**src/rtl/lane_rr_scheduler.sv**
```systemverilog
// Four-lane round-robin scheduler with bounded bursts onto one output bus.
// Also generates the en4f/en2f/enf phase strobes from the clk8f counter.
//
// Ports:
//   clk8f      single clock, all logic on posedge
//   reset      synchronous, active-low
//   req_valid  per-lane word present on data_in0..3
//   data_in0-3 per-lane payloads
//   req_ready  one-hot (or zero) accept strobe back to the lanes
//   out_ready  downstream can take a word this cycle
//   data_out   registered granted word, IDLE_SYM when idle
//   valid_out  data_out holds a real word
//   lane_id    source lane of data_out (0 when idle)
//   en4f       phase strobe, high when cnt[0]==1
//   en2f       phase strobe, high when cnt[1:0]==3
//   enf        phase strobe, high when cnt==7
module lane_rr_scheduler #(
   parameter int                DATA_W    = 8,
   parameter int                MAX_BURST = 4,
   parameter logic [DATA_W-1:0] IDLE_SYM  = 8'hBC
) (
   input  logic              clk8f,
   input  logic              reset,
   input  logic [3:0]        req_valid,
   input  logic [DATA_W-1:0] data_in0,
   input  logic [DATA_W-1:0] data_in1,
   input  logic [DATA_W-1:0] data_in2,
   input  logic [DATA_W-1:0] data_in3,
   output logic [3:0]        req_ready,
   input  logic              out_ready,
   output logic [DATA_W-1:0] data_out,
   output logic              valid_out,
   output logic [1:0]        lane_id,
   output logic              en4f,
   output logic              en2f,
   output logic              enf
);

   typedef enum logic {
      IDLE,
      OWN
   } state_t;

   localparam logic [3:0] MAXB = 4'(MAX_BURST);

   state_t      state_q, state_d;
   logic [1:0]  owner_q, owner_d;
   logic [1:0]  ptr_q, ptr_d;
   logic [3:0]  burst_q, burst_d;
   logic [2:0]  cnt_q, cnt_nxt;

   logic [DATA_W-1:0] din [4];

   logic       hold;
   logic       found;
   logic [1:0] base;
   logic [1:0] cand;
   logic [1:0] win;
   logic       xfer;
   logic [1:0] gnt_lane;

   assign din[0] = data_in0;
   assign din[1] = data_in1;
   assign din[2] = data_in2;
   assign din[3] = data_in3;

   assign cnt_nxt = cnt_q + 3'd1;

   always_comb begin
      state_d  = state_q;
      owner_d  = owner_q;
      ptr_d    = ptr_q;
      burst_d  = burst_q;
      xfer     = 1'b0;
      gnt_lane = 2'd0;
      found    = 1'b0;
      win      = 2'd0;
      cand     = 2'd0;

      // Owner keeps the bus while it still has words and burst room.
      hold = (state_q == OWN) && req_valid[owner_q]
             && (burst_q < MAXB);

      // Leaving an owner re-arbitrates from that owner in the same cycle.
      base = (state_q == OWN) ? owner_q : ptr_q;

      // Scan base+1 .. base+4; the last step wraps back to base itself.
      for (int k = 1; k <= 4; k++) begin
         cand = base + 2'(k);
         if (!found && req_valid[cand]) begin
            found = 1'b1;
            win   = cand;
         end
      end

      if (reset && out_ready) begin
         if (hold) begin
            xfer     = 1'b1;
            gnt_lane = owner_q;
            burst_d  = burst_q + 4'd1;
         end else begin
            if (state_q == OWN) begin
               ptr_d = owner_q;
            end
            if (found) begin
               xfer     = 1'b1;
               gnt_lane = win;
               state_d  = OWN;
               owner_d  = win;
               burst_d  = 4'd1;
            end else begin
               state_d  = IDLE;
               burst_d  = 4'd0;
            end
         end
      end

      req_ready = xfer ? (4'b0001 << gnt_lane) : 4'b0000;
   end

   always_ff @(posedge clk8f) begin
      if (!reset) begin
         cnt_q     <= 3'd0;
         en4f      <= 1'b0;
         en2f      <= 1'b0;
         enf       <= 1'b0;
         state_q   <= IDLE;
         owner_q   <= 2'd0;
         ptr_q     <= 2'd3;
         burst_q   <= 4'd0;
         data_out  <= IDLE_SYM;
         valid_out <= 1'b0;
         lane_id   <= 2'd0;
      end else begin
         cnt_q   <= cnt_nxt;
         // Strobes decode the next count so they line up with cnt.
         en4f    <= cnt_nxt[0];
         en2f    <= &cnt_nxt[1:0];
         enf     <= &cnt_nxt;
         state_q <= state_d;
         owner_q <= owner_d;
         ptr_q   <= ptr_d;
         burst_q <= burst_d;
         if (out_ready) begin
            valid_out <= xfer;
            data_out  <= xfer ? din[gnt_lane] : IDLE_SYM;
            lane_id   <= xfer ? gnt_lane : 2'd0;
         end
      end
   end

endmodule
```
**config.mk**
```make
export PLATFORM = sky130hd
export DESIGN_NAME = lane_rr_scheduler
export DESIGN_NICKNAME = d
export VERILOG_FILES = /design/src/rtl/lane_rr_scheduler.sv
export SDC_FILE = /design/constraint.sdc
export NUM_CORES = 1
export LEC_CHECK = 0
export ABC_AREA = 1
export CAP_MARGIN = 20
export CORE_ASPECT_RATIO = 1.1
export CORE_UTILIZATION = 40
export CTS_BUF_LIST = sky130_fd_sc_hd__clkbuf_8
export DETAILED_ROUTE_END_ITERATION = 10
export DONT_BUFFER_PORTS = 1
export HOLD_SLACK_MARGIN = 0.05
export PLACE_DENSITY = 0.57
export SYNTH_ARGS = -nofsm -noshare
export SYNTH_HDL_FRONTEND = slang
export SYNTH_SLANG_ARGS = --single-unit
```
**constraint.sdc**
```tcl
create_clock -name clk8f -period 3.26 [get_ports clk8f]
set_input_delay 0.978 -clock clk8f [delete_from_list [all_inputs] [get_ports clk8f]]
set_output_delay 0.978 -clock clk8f [all_outputs]
set_load 0.05 [all_outputs]
```
==> impl_results.md <==
- Run status: finished, final reports clean
- Mapped Nets: about 320
- Placed Cells: about 340
- Hold buffers post-CTS: 0
- CP startpoint kind: primary input
- Clk Tree Root Cell: clkbuf_8
- # rows: 24
- Hpwl dp: 3116 µm
- Sequential share of power: 0.284
- Final hold viol count: 0
- All-Layer GR Usage: 0.1797
- Buffers on Ports: 0
- CP endpoint kind: output port
- CTS tree: built
- DRT Pass-1 Iters: 5
- Power per Cell Area: 828.3 mW/mm²
- Num CTS Buffers: 3
- Switching pwr: around 0.0009 W
- First-pass GRT wire length: roughly 6700 µm
- Starting Density: 0.4260
- Sequential fraction of the synthesis area: 0.2920
- Final setup viols: 0
- Comb power frac: 0.616
- Tightest Pin Transition: about 570 ps
- Pin count of the biggest net entering global routing: 16
- Min-Delay Path Class: flip-flop to flip-flop
- DRC: 0
- GR Overflow Total: 0
- Number of I/O pins: 57
- Fin cells: 359
- Max Root-Sink Buffers: 2
- Synth Register Bits: 25
- Die X: 64.42 µm
- Vias per cell: 4.866
- Critical path data required time: 2280 ps
- Final antenna-violating net count: 0
- Int Power: 0.0009411 W
- Rel. slew slack: 0.6224
- Synth cell types: 28
- Share of layout cells above drive strength 1: 0.2932
- Number of inserted diodes: 0
- Critical path fanouts, max: 5
- Ys async rst share: 0
- Routed via count: 1747
- Fin crit share: 0.9751
- Worst path arrival time: 2200 ps
- Htree depth: 1
- Sw frac: 0.4890
- Area grow syn2layout: 29.71%
- Ys flop type: dfxtp_1
- VDD IR max: 411.8 µV
- Mapped Avg Cell Area: 6.188 µm²
- Sink Count: 25
- Die area: 0.004552 mm²
- EDFF count, synth: 0
- Clock Latency Late Sink: 270 ps
- Fillcell total: 399
- Warnings from Yosys: 0
- Worst R2R Setup Slack: 990 ps
- Skew final: between 6 and 7 ps
- Core Footprint: 0.004024 mm²
- Nets: 350
- Clock share of power: 0.100
- Worst Slack Setup Final: between 80 and 90 ps
- Area leader, netlist: dfxtp_1
- Drt wl/cell: between 10 and 15 µm
- Post-Syn Instances: 277
- Die Ht: 70.66 µm
- Count leader, synth: nand2_1
- Yosys top cell area share: 0.2920
- F_max: 314.6 MHz
- Final WL: between 4000 and 5000 µm
- Mapped cell area: 0.001714 mm²
- Gp weighted congestion: 0.8027
- Place WS: 2.131 ps
- Pleak: 1.157 nW
- Clock transition at path regs: 90 ps
- Max cap viols: 0
- Critical path type: primary input to output port
- Initial antenna violation count: 0
- Number of global-route vias before repair: 1532
- Top cells by count, synth: nand2_1 (90), inv_1 (47), nand3_1 (36)
- 1st-iter DRT viols: 76
- Fin crit period: between 3000 and 4000 ps
- Max Slew Vio Count: 0
- Largest cells by area after synthesis: dfxtp_1 (29%), nand2_1 (20%), nand3_1 (11%)
## critical path: stages
cell and delay (ps):
inv_2 40, nand2_1 60, nand2_2 70, nand2_1 60, o21ai_2 80, inv_2 70, nor2_1 100, nand3_1 110
nand3_2 120, nand3_4 90, buf_6 150, nor2_4 120, buf_12 140
## cells by family after synthesis
group / Yosys count / share of synthesized area
simple gates: 174 / 0.4781
buf+inv: 57 / 0.1423
flops: 25 / 0.2920
compound gates: 17 / 0.06058
fa+ha+maj: 3 / 0.02190
xor+xnor: 1 / 0.005110
## worst paths after layout
| kind | end | from | depth (start not counted) |
|---|---|---|---|
| min reg2reg | burst_q[3]$_SDFFE_PN0P_ | burst_q[3]$_SDFFE_PN0P_ | 2 |
| max reg2reg | data_out[1]$_SDFFE_PN0P_ | state_q$_SDFFE_PN0P_ | 18 |
| min | burst_q[3]$_SDFFE_PN0P_ | burst_q[3]$_SDFFE_PN0P_ | 2 |
| max | req_ready[2] | req_valid[1] | 13 |
## per-stage QoR
| stage | total power, W | area [µm²] | utilization | TNS, ps | hold slack (ps) |
|---|---|---|---|---|---|
| 5_1_grt | 0.001978 | 2223 | 0.5526 | -174.5 | 485.2 |
| 3_3_place_gp | 0.001387 | 1946 | 0.4835 | 0 | 441.3 |
| 3_5_place_dp | 0.001389 | 1946 | 0.4835 | 0 | 440.3 |
| 2_1_floorplan | 0.001182 | 1748 | - | -133.2 | 419.2 |
| 4_1_cts | 0.001581 | 1999 | 0.4969 | 0 | 455.5 |
| 6_report | 0.001842 | 2223 | 0.5526 | 0 | 457.4 |
## area by class of cell
class                   instances  area, µm²  share of cell area
inverters                      51      196.4             0.08835
well taps                      52      65.06             0.02926
flip-flops and latches         25      508.0              0.2285
clock buffers                   3      41.29             0.01857
repair buffers                 32      301.5              0.1356
multi-input cells             195       1106              0.4975
clock inverters                 1      5.005            0.002251
## flip-flops by register name (all words and copies together) (netlist names), 2 cells and up
register / flops
data_out: 8
burst_q: 4
cnt_q: 3
lane_id: 2
owner_q: 2
ptr_q: 2
## power groups by stage
stage | logic (W) | clock network, W | registers [W]
4_1_cts | 0.000871 | 0.000192 | 0.000519
6_report | 0.00113 | 0.000184 | 0.000524
2_1_floorplan | 0.000670 | 0 | 0.000513
5_1_grt | 0.00124 | 0.000203 | 0.000530
3_5_place_dp | 0.000864 | 0 | 0.000525
3_3_place_gp | 0.000863 | 0 | 0.000524
## metal layers
metal  vias to the layer above  GRT usage  share of wire
met2                        50     0.3251           0.50
met5                         -          0              0
met3                         2    0.03387          0.043
li1                        919          -              -
met4                         0    0.03704         0.0038
met1                       776     0.2189           0.46
## layout by cell type (no fill, tap or decap), drive strengths merged
master / instances
inv: 49
or2: 8
nand4: 1
nor3: 3
xnor2: 1
a31oi: 1
nor2: 14
nand2: 104
dfxtp: 25
nand3b: 6
a32o: 2
clkinv: 3
buf: 32
o21ai: 6
clkbuf: 3
ha: 3
a21oi: 7
nand3: 38
o32ai: 1
## repair_timing
action | 4_1_cts | 5_1_grt
gates resized for setup | 3 | 37
cloned | 0 | 0
buffers inserted | 0 | 14
pin swaps | 0 | 20
endpoints found under the setup margin | 4 | 4
Note: power is estimated with default switching activity, not from simulation.
